--- src/rtl/wavelet_pkg.sv ---
// wavelet_pkg: shared widths and FSM state encoding for the wavelet scan controller.
package wavelet_pkg;
  localparam int SAMPLE_W = 8;
  localparam int SEL_W = 8;
  typedef enum logic [1:0] {IDLE, PULSE, SETTLE, PRESENT} state_e;
endpackage

--- src/rtl/wavelet_sync_edge.sv ---
// wavelet_sync_edge: two-flop synchronizer for the pad strobe plus rising-edge detect.
module wavelet_sync_edge (
  input  logic clk,
  input  logic rst_n,
  input  logic i_async,
  output logic o_rise
);
  logic [2:0] sync_q, sync_d;
  always_comb sync_d = {sync_q[1:0], i_async};
  always_ff @(posedge clk or negedge rst_n)
    if (!rst_n) sync_q <= '0;
    else sync_q <= sync_d;
  assign o_rise = sync_q[1] & ~sync_q[2];
endmodule

--- src/rtl/wavelet_scan_ctrl.sv ---
// wavelet_scan_ctrl: latches a pad sample, pulses the datapath clock, then scans every channel into a ready/valid frame stream.
module wavelet_scan_ctrl
  import wavelet_pkg::*;
#(
  parameter int NUM_CHANNELS = 8,
  parameter int SETTLE_CYCLES = 2,
  parameter int PULSE_CYCLES = 2
) (
  input  logic                clk,
  input  logic                rst_n,
  input  logic                i_data_clk,
  input  logic [SAMPLE_W-1:0] i_value,
  output logic                o_dt_data_clk,
  output logic [SAMPLE_W-1:0] o_dt_value,
  output logic [SEL_W-1:0]    o_select_output_channel,
  input  logic [SAMPLE_W-1:0] i_wavelet_out,
  input  logic                i_active,
  output logic [SAMPLE_W-1:0] o_frame_data,
  output logic                o_frame_valid,
  input  logic                i_frame_ready,
  output logic                o_frame_last,
  output logic                o_busy,
  output logic                o_overrun
);
  localparam logic [SEL_W-1:0] LAST_IDX = SEL_W'(NUM_CHANNELS - 1);
  localparam logic [3:0] PULSE_END = 4'(PULSE_CYCLES - 1);
  localparam logic [3:0] SETTLE_END = 4'(SETTLE_CYCLES - 1);
  state_e state_q, state_d;
  logic [3:0] cnt_q, cnt_d;
  logic [SEL_W-1:0] idx_q, idx_d, sel_q, sel_d;
  logic [SAMPLE_W-1:0] value_q, value_d, data_q, data_d;
  logic dclk_q, dclk_d, valid_q, valid_d, last_q, last_d, overrun_q, overrun_d;
  logic rise;
  wavelet_sync_edge u_sync (
    .clk    (clk),
    .rst_n  (rst_n),
    .i_async(i_data_clk),
    .o_rise (rise)
  );
  always_comb begin
    state_d = state_q;
    cnt_d = cnt_q;
    idx_d = idx_q;
    sel_d = sel_q;
    value_d = value_q;
    dclk_d = dclk_q;
    data_d = data_q;
    valid_d = valid_q;
    last_d = last_q;
    // edges outside IDLE, including the cycle we return to IDLE, are dropped
    overrun_d = overrun_q | (rise && state_q != IDLE);
    case (state_q)
      IDLE: if (rise) begin
        value_d = i_value;
        dclk_d = 1'b1;
        cnt_d = '0;
        state_d = PULSE;
      end
      PULSE: if (cnt_q == PULSE_END) begin
        dclk_d = 1'b0;
        cnt_d = '0;
        idx_d = i_active ? '0 : idx_q;
        sel_d = i_active ? '0 : sel_q;
        state_d = i_active ? SETTLE : IDLE;
      end else cnt_d = cnt_q + 4'd1;
      SETTLE: if (cnt_q == SETTLE_END) begin
        data_d = i_wavelet_out;
        valid_d = 1'b1;
        last_d = idx_q == LAST_IDX;
        state_d = PRESENT;
      end else cnt_d = cnt_q + 4'd1;
      PRESENT: if (i_frame_ready) begin
        valid_d = 1'b0;
        last_d = 1'b0;
        cnt_d = '0;
        idx_d = last_q ? idx_q : idx_q + 8'd1;
        sel_d = last_q ? sel_q : idx_q + 8'd1;
        state_d = last_q ? IDLE : SETTLE;
      end
      default: state_d = IDLE;
    endcase
  end
  always_ff @(posedge clk or negedge rst_n)
    if (!rst_n) begin
      state_q <= IDLE;
      cnt_q <= '0;
      idx_q <= '0;
      sel_q <= '0;
      value_q <= '0;
      dclk_q <= 1'b0;
      data_q <= '0;
      valid_q <= 1'b0;
      last_q <= 1'b0;
      overrun_q <= 1'b0;
    end else begin
      state_q <= state_d;
      cnt_q <= cnt_d;
      idx_q <= idx_d;
      sel_q <= sel_d;
      value_q <= value_d;
      dclk_q <= dclk_d;
      data_q <= data_d;
      valid_q <= valid_d;
      last_q <= last_d;
      overrun_q <= overrun_d;
    end
  assign o_dt_data_clk = dclk_q;
  assign o_dt_value = value_q;
  assign o_select_output_channel = sel_q;
  assign o_frame_data = data_q;
  assign o_frame_valid = valid_q;
  assign o_frame_last = last_q;
  assign o_busy = state_q != IDLE;
  assign o_overrun = overrun_q;
endmodule

--- config.mk ---
export PLATFORM = sky130hd
export DESIGN_NAME = wavelet_scan_ctrl
export DESIGN_NICKNAME = d
export VERILOG_FILES = /design/src/rtl/wavelet_pkg.sv /design/src/rtl/wavelet_sync_edge.sv /design/src/rtl/wavelet_scan_ctrl.sv
export SDC_FILE = /design/constraint.sdc
export NUM_CORES = 1
export LEC_CHECK = 0
export CAP_MARGIN = 20
export CORE_ASPECT_RATIO = 0.6
export CORE_MARGIN = 5
export CORE_UTILIZATION = 30
export CTS_BUF_LIST = sky130_fd_sc_hd__clkbuf_4 sky130_fd_sc_hd__clkbuf_8
export DETAILED_ROUTE_END_ITERATION = 12
export PLACE_DENSITY_LB_ADDON = 0.08
export SKIP_CTS_REPAIR_TIMING = 1
export SLEW_MARGIN = 20
export SYNTH_ARGS = -nofsm -noshare
export SYNTH_HDL_FRONTEND = slang
export SYNTH_SLANG_ARGS = --single-unit
--- constraint.sdc ---
create_clock -name clk -period 4.55 [get_ports clk]
set_clock_uncertainty 0.15 [all_clocks]
set_input_delay 0.91 -clock clk [delete_from_list [all_inputs] [get_ports clk]]
set_output_delay 0.91 -clock clk [all_outputs]
set_load 0.01 [all_outputs]
==> results of run 1 <==
layout make-up:
type | instances | area, um2 | area share
clock buffer | 6 | 82.6 | 0.0342
clock inverter | 2 | 13.8 | 0.00569
inverter | 8 | 30.0 | 0.0124
multi-input combinational | 112 | 779 | 0.322
sequential | 37 | 926 | 0.383
tap | 80 | 100 | 0.0414
timing repair buffer | 49 | 485 | 0.201
where the power goes:
part	total, mW	internal [mW]	switching, mW
logic	0.677	0.362	0.315
registers	0.543	0.451	0.0924
clock network	0.242	0.123	0.119
total	1.46	0.935	0.527
per-stage QoR:
stage	std cells	setup WS (ps)	instance area (um2)
2_1_floorplan	162	2470	1760
3_5_place_dp	286	1750	2320
5_1_grt	294	1750	2420
4_1_cts	294	1840	2420
6_report	294	1860	2420
3_3_place_gp	286	1790	2320
worst max-delay path: cells and delay by family, from the launching register on:
family     cells  cell delay (ps)
fa+ha+maj      1              250
buf+inv        3              710
flops          1              390
worst paths after layout:
kind / endpoint / slack, ps / cells past startpoint
setup / recovery: o_busy / 1860 / 4
hold / removal: u_sync.sync_q[1] / 200 / 0
setup reg to reg: o_select_output_channel[3] / 2150 / 5
hold reg to reg: u_sync.sync_q[1] / 200 / 0
max in group asynchronous: o_select_output_channel[6] / 3140 / 1
min in group asynchronous: o_frame_data[2] / 570 / 1
per-layer routing:
metal | up-vias | GRT usage | wire length, um
met5 | - | 0 | 0
met4 | 0 | 0.0294 | 27
met3 | 5 | 0.0530 | 336
met2 | 44 | 0.169 | 1750
met1 | 672 | 0.160 | 1970
li1 | 672 | - | -
placed cells by master (no fill, tap or decap), types with 2 or more instances in the layout:
master and instances:
nand2b_1 5, o21ai_0 8, o221ai_1 3, ha_1 8, mux2_1 8, o21ai_1 4, clkbuf_8 6, nor2_1 9
a21o_1 2, a21oi_1 4, dfrtp_1 37, nor3_1 3, nand3_1 7, or3_1 2, nand3b_1 4, or4b_1 2
clkdlybuf4s50_1 48, o22ai_1 2, mux2_2 9, inv_1 8, nand2_1 19
kinds of logic (layout without fill, tap and decap cells):
| kind of cell | after synthesis | after routing |
|---|---|---|
| AND/OR/NAND/NOR | 57 | 57 |
| multiplexers | 17 | 17 |
| buffers and inverters | 13 | 65 |
| AO/OA/AOI/OAI | 30 | 30 |
| flip-flops | 37 | 37 |
| adder cells (fa/ha/maj) | 8 | 8 |
state kept, by name, summed over array words and instances, names as in the netlist:
| signal | cells |
|---|---|
| cnt_q | 4 |
| o_frame_valid | 1 |
| o_overrun | 1 |
| o_dt_data_clk | 1 |
| u_sync.sync_q | 3 |
| o_frame_data | 8 |
| o_dt_value | 8 |
| state_q | 2 |
| o_frame_last | 1 |
| o_select_output_channel | 8 |
==> metrics.md, run 1 <==
| Metric | Value |
|---|---|
| Ys Warns | `0` |
| Iteration count of the initial detailed-routing pass | `4` |
| Worst Max-Slew Pin Slew | `840 ps` |
| Unique cell type count in the Yosys netlist | `35` |
| Outcome | `finished clean` |
| Final period demand of the worst path | `2690 ps` |
| Basic-gate share of the synthesized area counting and, or, nand and nor cells | `0.168` |
| Async set-or-reset flop fraction in the synthesized netlist | `1.00` |
| Fin. max-slew vios | `0` |
| Xor/xnor share of the synthesized area | `0` |
| Clock H-tree levels | `2` |
| Core Region | `0.00562 mm2` |
| Commonest register cell after synthesis | `dfrtp_1` |
| Layout net count | `242` |
| Clock Tree Root | `clkbuf_8` |
| Synth top cells by count | `dfrtp_1, nand2_1, mux2_2, nor2_1` |
| Worst Hold Margin | `202 ps` |
| Setup repair after global routing missed its margin | `false` |
| Power Total | `1.46 mW` |
| Main combinational cell family by area after synthesis | `simple AND/OR/NAND/NOR gates` |
| Clock Sinks | `37` |
| Antenna diode instance count | `0` |
| Clock-pin slew on the worst setup and hold paths | `70 ps` |
| Crit path required time | `3490 ps` |
| Number of max-capacitance violations reported | `0` |
| Number of antenna violations at the first check in global routing | `0` |
| Cell at the slowest stage of the critical path | `clkdlybuf4s50_1` |
| Final-report setup violation count | `0` |
| Netlist Area Pre-Place | `0.00176 mm2` |
| Critical path cell sequence | `inv_1, ha_1, inv_1, clkdlybuf4s50_1` |
| Post-synthesis average cell area | `10.9 um2` |
| Source-to-sink clock delay at the later pin of the worst-skew pair | `290 ps` |
| Syn_nets | `191` |
| Worst setup SP type | `flop` |
| Row count | `21` |
| Compound-gate portion of the synthesized area | `0.110` |
| Vias per inst | `4.74` |
| Critical hold path startpoint | `u_sync.sync_q[0]` |
| Leading post-synthesis cells by cell area | `dfrtp_1, mux2_2, ha_1` |
| CTS tree | `built` |
| Number of port buffers | `49` |
| Syn-to-layout area delta | `37.4%` |
| Initial core utilization | `0.313` |
| Largest net degree at the start of global routing | `38` |
| Most common cell in the netlist | `dfrtp_1` |
| Share of the clock period used by the worst path | `0.592` |
| Number of remaining DRC errors | `0` |
| Share of post-route cells with drive strength above 1 | `0.0888` |
| Top cell type's share of synthesized area | `0.526` |
| Synth Instances | `162` |
| Final total negative setup slack | `0 ps` |
| Peak clock frequency supported by timing | `371 MHz` |
| Setup CP Type | `flop to output pin` |
| Peak supply drop | `0.196 mV` |
| Worst path most repeated cell | `inv_1` |
| GR Util All Layers | `0.118` |
| Final GP Congestion | `0.782` |
| Post-synthesis share of cell area spent on full adders, half adders and majority gates | `0.0569` |
| Normalized max-slew margin | `0.440` |
| Total Wirelength | `4.09 mm` |
| Vias after detailed routing | `1393` |
| Worst reg2reg path startpoint | `state_q[0]` |
| Endpoint class of the critical path | `output pin` |
| PwrDens | `605 mW/mm2` |
| Count of filler cells inserted in the layout | `549` |
| Via count of the first global-routing pass | `1541` |
| Vertical die dimension | `69.3 um` |
| Data arrival time at the worst-slack endpoint | `1630 ps` |
| Number of hold-slack violations in the final timing report | `0` |
| Number of routed nets with antenna violations | `0` |
| CTS buffer count | `5` |
| Drt wl/cell | `13.9 um` |
| Chip Width | `109 um` |
| Initial DRC count | `63` |
| Synth area leader | `dfrtp_1` |
| Number of flops mapped to enable cells by yosys | `0` |
| I/O pin total | `50` |
| Utilization after layout | `0.430` |
| Synth Register Bits | `37` |
| Proportion of synthesized area in mux cells | `0.109` |
| CP Max Fanout | `4` |
| Global route total overflow | `0` |
| Path category of the worst min-delay check | `flop to flop` |
| Half-perimeter wire length of the detailed placement result | `3.11 mm` |
| Leakage dissipation | `1.00 nW` |
| First-pass GRT wire length | `7.16 mm` |
| Die outline area | `0.00755 mm2` |
| Sequential fraction of the synthesis area | `0.526` |
| Critical Path Start | `state_q[0]` |
| Maximum buffer depth of the clock tree | `2` |
| Largest incremental delay on the critical path | `530 ps` |
(Power assumes the default switching activity.)
==> run 2, diff against run 1 <==
clock period = 2.3 ns   (was 4.55 ns; I/O delays follow)
==> metrics.md, run 2 (synthesized netlist as in run 1, its figures left out) <==
| Metric | Value |
|---|---|
| Outcome | `finished clean` |
| Normalized max-slew margin | `0.429` |
| Core Region | `0.00562 mm2` |
| Largest net degree at the start of global routing | `38` |
| Data arrival time at the worst-slack endpoint | `2080 ps` |
| Final GP Congestion | `0.784` |
| Power Total | `3.03 mW` |
| Utilization after layout | `0.439` |
| Most common cell after layout, fill and taps aside | `clkdlybuf4s50_1` |
| Count of placed standard cells including taps | `289` |
| Syn-to-layout area delta | `40.2%` |
| First-pass GRT wire length | `6.98 mm` |
| Vias after detailed routing | `1401` |
| Final setup slack of the worst path | `235 ps` |
| Number of cells on the worst reg-to-reg path | `6` |
| Vias per inst | `4.72` |
| Cell at the slowest stage of the critical path | `or3b_1` |
| Final Non-Filler Cells | `297` |
| Share of post-route cells with drive strength above 1 | `0.101` |
| Clock Sinks | `37` |
| CTS tree | `built` |
| Critical path cell sequence | `inv_1, ha_1, or3b_1, nor2_2, buf_4, mux2_1` |
| Worst setup SP type | `flop` |
| Drt wl/cell | `14.1 um` |
| Final-report setup violation count | `0` |
| WP depth | `6` |
| Antenna diode instance count | `0` |
| Via count of the first global-routing pass | `1439` |
| Worst Hold Margin | `132 ps` |
| Clock-pin slew on the worst setup and hold paths | `70 ps` |
| GR Util All Layers | `0.117` |
| Critical path buffers and inverters | `2` |
| Clock H-tree levels | `2` |
| Final total negative setup slack | `0 ps` |
| Layout net count | `245` |
| Final period demand of the worst path | `2070 ps` |
| Count of filler cells inserted in the layout | `528` |
| CTS buffer count | `5` |
| Finished Cell Area | `0.00247 mm2` |
| Fin. max-slew vios | `0` |
| Row count | `21` |
| Path category of the worst min-delay check | `input port to asynchronous set/reset pin` |
| Cell family contributing the most delay on the critical path | `simple AND/OR/NAND/NOR gates` |
| Pre-CTS worst setup slack | `88.9 ps` |
| Share of the clock period used by the worst path | `0.898` |
| Largest incremental delay on the critical path | `470 ps` |
| Number of remaining DRC errors | `0` |
| Vertical die dimension | `69.3 um` |
| Die outline area | `0.00755 mm2` |
| Sequential cell area | `926 um2` |
| Leading cell types in the layout, fill and taps excluded | `clkdlybuf4s50_1, dfrtp_1, nand2_1` |
| Peak supply drop | `0.520 mV` |
| Setup repair after global routing missed its margin | `false` |
| Leakage dissipation | `1.03 nW` |
| Number of max-capacitance violations reported | `0` |
| Global route total overflow | `0` |
| Number of hold-slack violations in the final timing report | `0` |
| Source-to-sink clock delay at the later pin of the worst-skew pair | `280 ps` |
| Half-perimeter wire length of the detailed placement result | `3.15 mm` |
| Setup CP Type | `flop to flop` |
| Worst Max-Slew Pin Slew | `856 ps` |
| Number of antenna violations at the first check in global routing | `0` |
| Crit path required time | `2320 ps` |
| Endpoint class of the critical path | `flop` |
| Multi-input gate area in the final layout | `779 um2` |
| Clock Tree Root | `clkbuf_8` |
| Total Wirelength | `4.18 mm` |
| Maximum buffer depth of the clock tree | `2` |
| PwrDens | `1230 mW/mm2` |
| Peak clock frequency supported by timing | `484 MHz` |
| Initial core utilization | `0.313` |
| Iteration count of the initial detailed-routing pass | `4` |
| Cell area after placement | `0.00234 mm2` |
| Initial DRC count | `64` |
| Number of routed nets with antenna violations | `0` |
| Chip Width | `109 um` |
| I/O pin total | `50` |
| Number of port buffers | `49` |
| CP Max Fanout | `12` |
==> run 2: cell count changes in the layout (fill, tap and decap cells not counted) <==
cell / change
clkinv_2: -1
clkinv_4: -1
bufinv_16: +1
buf_4: +3
clkinvlp_4: +1
clkdlybuf4s50_1: -1
dlymetal6s2s_1: +1
==> run 2: area by class of cell <==
type,count,area share
multi-input combinational,112,0.316
inverter,8,0.0122
clock inverter,2,0.0152
clock buffer,6,0.0335
sequential,37,0.375
tap,80,0.0406
timing repair buffer,52,0.207
==> run 2: power by group <==
group,leakage [nW],internal [mW],switching (mW)
clock,0.0574,0.352,0.231
sequential,0.462,0.892,0.192
combinational,0.512,0.735,0.627
total,1.03,1.98,1.05
==> run 2: per-layer routing <==
layer  wire (um)  track usage  vias to the layer above
met2        1820        0.166                       42
met1        1990        0.160                      678
met5           0            0                        -
li1            -            -                      677
met4          36       0.0378                        0
met3         330       0.0465                        4
==> run 2: final timing paths <==
| check | slack (ps) | to | startpoint |
|---|---|---|---|
| hold reg to reg | 200 | u_sync.sync_q[1] | u_sync.sync_q[0] |
| setup / recovery | 230 | o_frame_data[5] | cnt_q[1] |
| hold / removal | 130 | o_frame_data[0] | rst_n |
| max in group asynchronous | 1330 | o_dt_value[0] | rst_n |
| setup reg to reg | 230 | o_frame_data[5] | cnt_q[1] |
| min in group clk | 200 | u_sync.sync_q[1] | u_sync.sync_q[0] |
==> run 3, diff against run 2 <==
CAP_MARGIN = default   (was 20)
REMOVE_ABC_BUFFERS = 1   (was default)
SKIP_LAST_GASP = 1   (was default)
==> metrics.md, run 3 (synthesized netlist as in run 1, its figures left out) <==
| Metric | Value |
|---|---|
| Share of the clock period used by the worst path | `0.966` |
| Critical path cell sequence | `inv_1, ha_1, inv_1, clkdlybuf4s50_1` |
| Final-report setup violation count | `0` |
| Cell at the slowest stage of the critical path | `clkdlybuf4s50_1` |
| Data arrival time at the worst-slack endpoint | `1610 ps` |
| Final GP Congestion | `0.792` |
| Share of post-route cells with drive strength above 1 | `0.121` |
| Most used routing layer in global routing | `met2` |
| Die outline area | `0.00755 mm2` |
| I/O pin total | `50` |
| First-pass GRT wire length | `7.12 mm` |
| Endpoint class of the critical path | `output pin` |
| Total Wirelength | `4.22 mm` |
| Peak supply drop | `0.375 mV` |
| Critical path buffers and inverters | `3` |
| Count of placed standard cells including taps | `292` |
| Antenna diode instance count | `0` |
| Vertical die dimension | `69.3 um` |
| Peak clock frequency supported by timing | `450 MHz` |
| Finished Cell Area | `0.00250 mm2` |
| GR Util All Layers | `0.119` |
| Vias per inst | `4.75` |
| CP Max Fanout | `4` |
| Count of filler cells inserted in the layout | `554` |
| Leading cell types in the layout, fill and taps excluded | `clkdlybuf4s50_1, dfrtp_1, nand2_1` |
| Iteration count of the initial detailed-routing pass | `4` |
| Crit path required time | `1690 ps` |
| Path category of the worst min-delay check | `flop to flop` |
| M1 GR Usage | `0.167` |
| Initial core utilization | `0.313` |
| Number of routed nets with antenna violations | `0` |
| Number of remaining DRC errors | `0` |
| Setup CP Type | `flop to output pin` |
| Source-to-sink clock delay at the later pin of the worst-skew pair | `280 ps` |
| Worst setup SP type | `flop` |
| Drt wl/cell | `13.9 um` |
| Global route total overflow | `0` |
| Half-perimeter wire length of the detailed placement result | `3.26 mm` |
| Outcome | `finished clean` |
| Power Total | `2.97 mW` |
| Syn-to-layout area delta | `42.4%` |
| CTS buffer count | `5` |
| Core Region | `0.00562 mm2` |
| Number of antenna violations at the first check in global routing | `0` |
| Final Non-Filler Cells | `303` |
| Maximum buffer depth of the clock tree | `2` |
| Chip Width | `109 um` |
| Cell family contributing the most delay on the critical path | `buffers and inverters` |
| Worst path most repeated cell | `inv_1` |
| Utilization after layout | `0.445` |
| Met2 GRT Util | `0.167` |
| Largest incremental delay on the critical path | `530 ps` |
| Via count of the first global-routing pass | `1438` |
| Leakage dissipation | `1.05 nW` |
| Worst Max-Slew Pin Slew | `375 ps` |
| Met3 usage | `0.0447` |
| Clock Tree Root | `clkbuf_8` |
| Cell area after placement | `0.00238 mm2` |
| PwrDens | `1190 mW/mm2` |
| Vias after detailed routing | `1440` |
| Row count | `21` |
| Final period demand of the worst path | `2220 ps` |
| Setup repair after global routing missed its margin | `false` |
| CTS tree | `built` |
| Final total negative setup slack | `0 ps` |
| Initial DRC count | `52` |
| Number of max-capacitance violations reported | `0` |
| Largest net degree at the start of global routing | `17` |
| Number of port buffers | `49` |
| Fin. max-slew vios | `0` |
| Clock Sinks | `37` |
| Normalized max-slew margin | `0.750` |
| Clock H-tree levels | `2` |
| Clock-pin slew on the worst setup and hold paths | `70 ps` |
| Number of hold-slack violations in the final timing report | `0` |
| Most common cell after layout, fill and taps aside | `clkdlybuf4s50_1` |
| Layout net count | `251` |
-- run 3: cell types whose count changed in the layout (fill, tap and decap cells not counted) --
cell,before,now
buf_4,3,7
buf_12,0,1
bufinv_16,1,0
clkbuf_8,6,7
clkdlybuf4s50_1,47,48
clkinv_2,0,1
clkinvlp_4,1,0
dlygate4sd3_1,0,1
dlymetal6s2s_1,1,0
-- run 3: path summary, 6_finish.rpt --
check,startpoint,end,slack (ps),cells past startpoint
worst max-delay path,state_q[1],o_busy,80,4
worst min register to register,u_sync.sync_q[0],u_sync.sync_q[1],200,0
max in group asynchronous,rst_n,o_dt_value[4],1030,3
worst max register to register,cnt_q[1],o_frame_data[2],210,6
min in group asynchronous,rst_n,o_frame_data[6],450,2
worst min-delay path,u_sync.sync_q[0],u_sync.sync_q[1],200,0
-- run 3: routing by layer --
layer  part of all wire  vias to the layer above
met2               0.43                       51
met5                  0                        -
li1                   -                      685
met3              0.068                        5
met1               0.49                      699
met4             0.0078                        0
-- run 3: where the power goes --
part	internal [mW]	total [mW]	switching (mW)	leakage, nW
registers	0.892	1.08	0.192	0.462
clock network	0.271	0.494	0.223	0.0542
logic	0.768	1.40	0.628	0.537
-- run 3: stage by stage --
stage,worst slack [ps],hold slack (ps)
2_1_floorplan,227,14.4
3_3_place_gp,94.2,185
3_5_place_dp,57.3,190
4_1_cts,17.7,-83.8
5_1_grt,0.645,223
6_report,78.3,203
-- run 3: layout make-up --
type | instances | area, um2 | share of cell area
inverters | 8 | 30.0 | 0.0120
clock inverters | 1 | 5.00 | 0.00200
well taps | 80 | 100 | 0.0400
clock buffers | 7 | 96.3 | 0.0385
repair buffers | 58 | 568 | 0.227
multi-input cells | 112 | 779 | 0.311
flip-flops and latches | 37 | 926 | 0.370
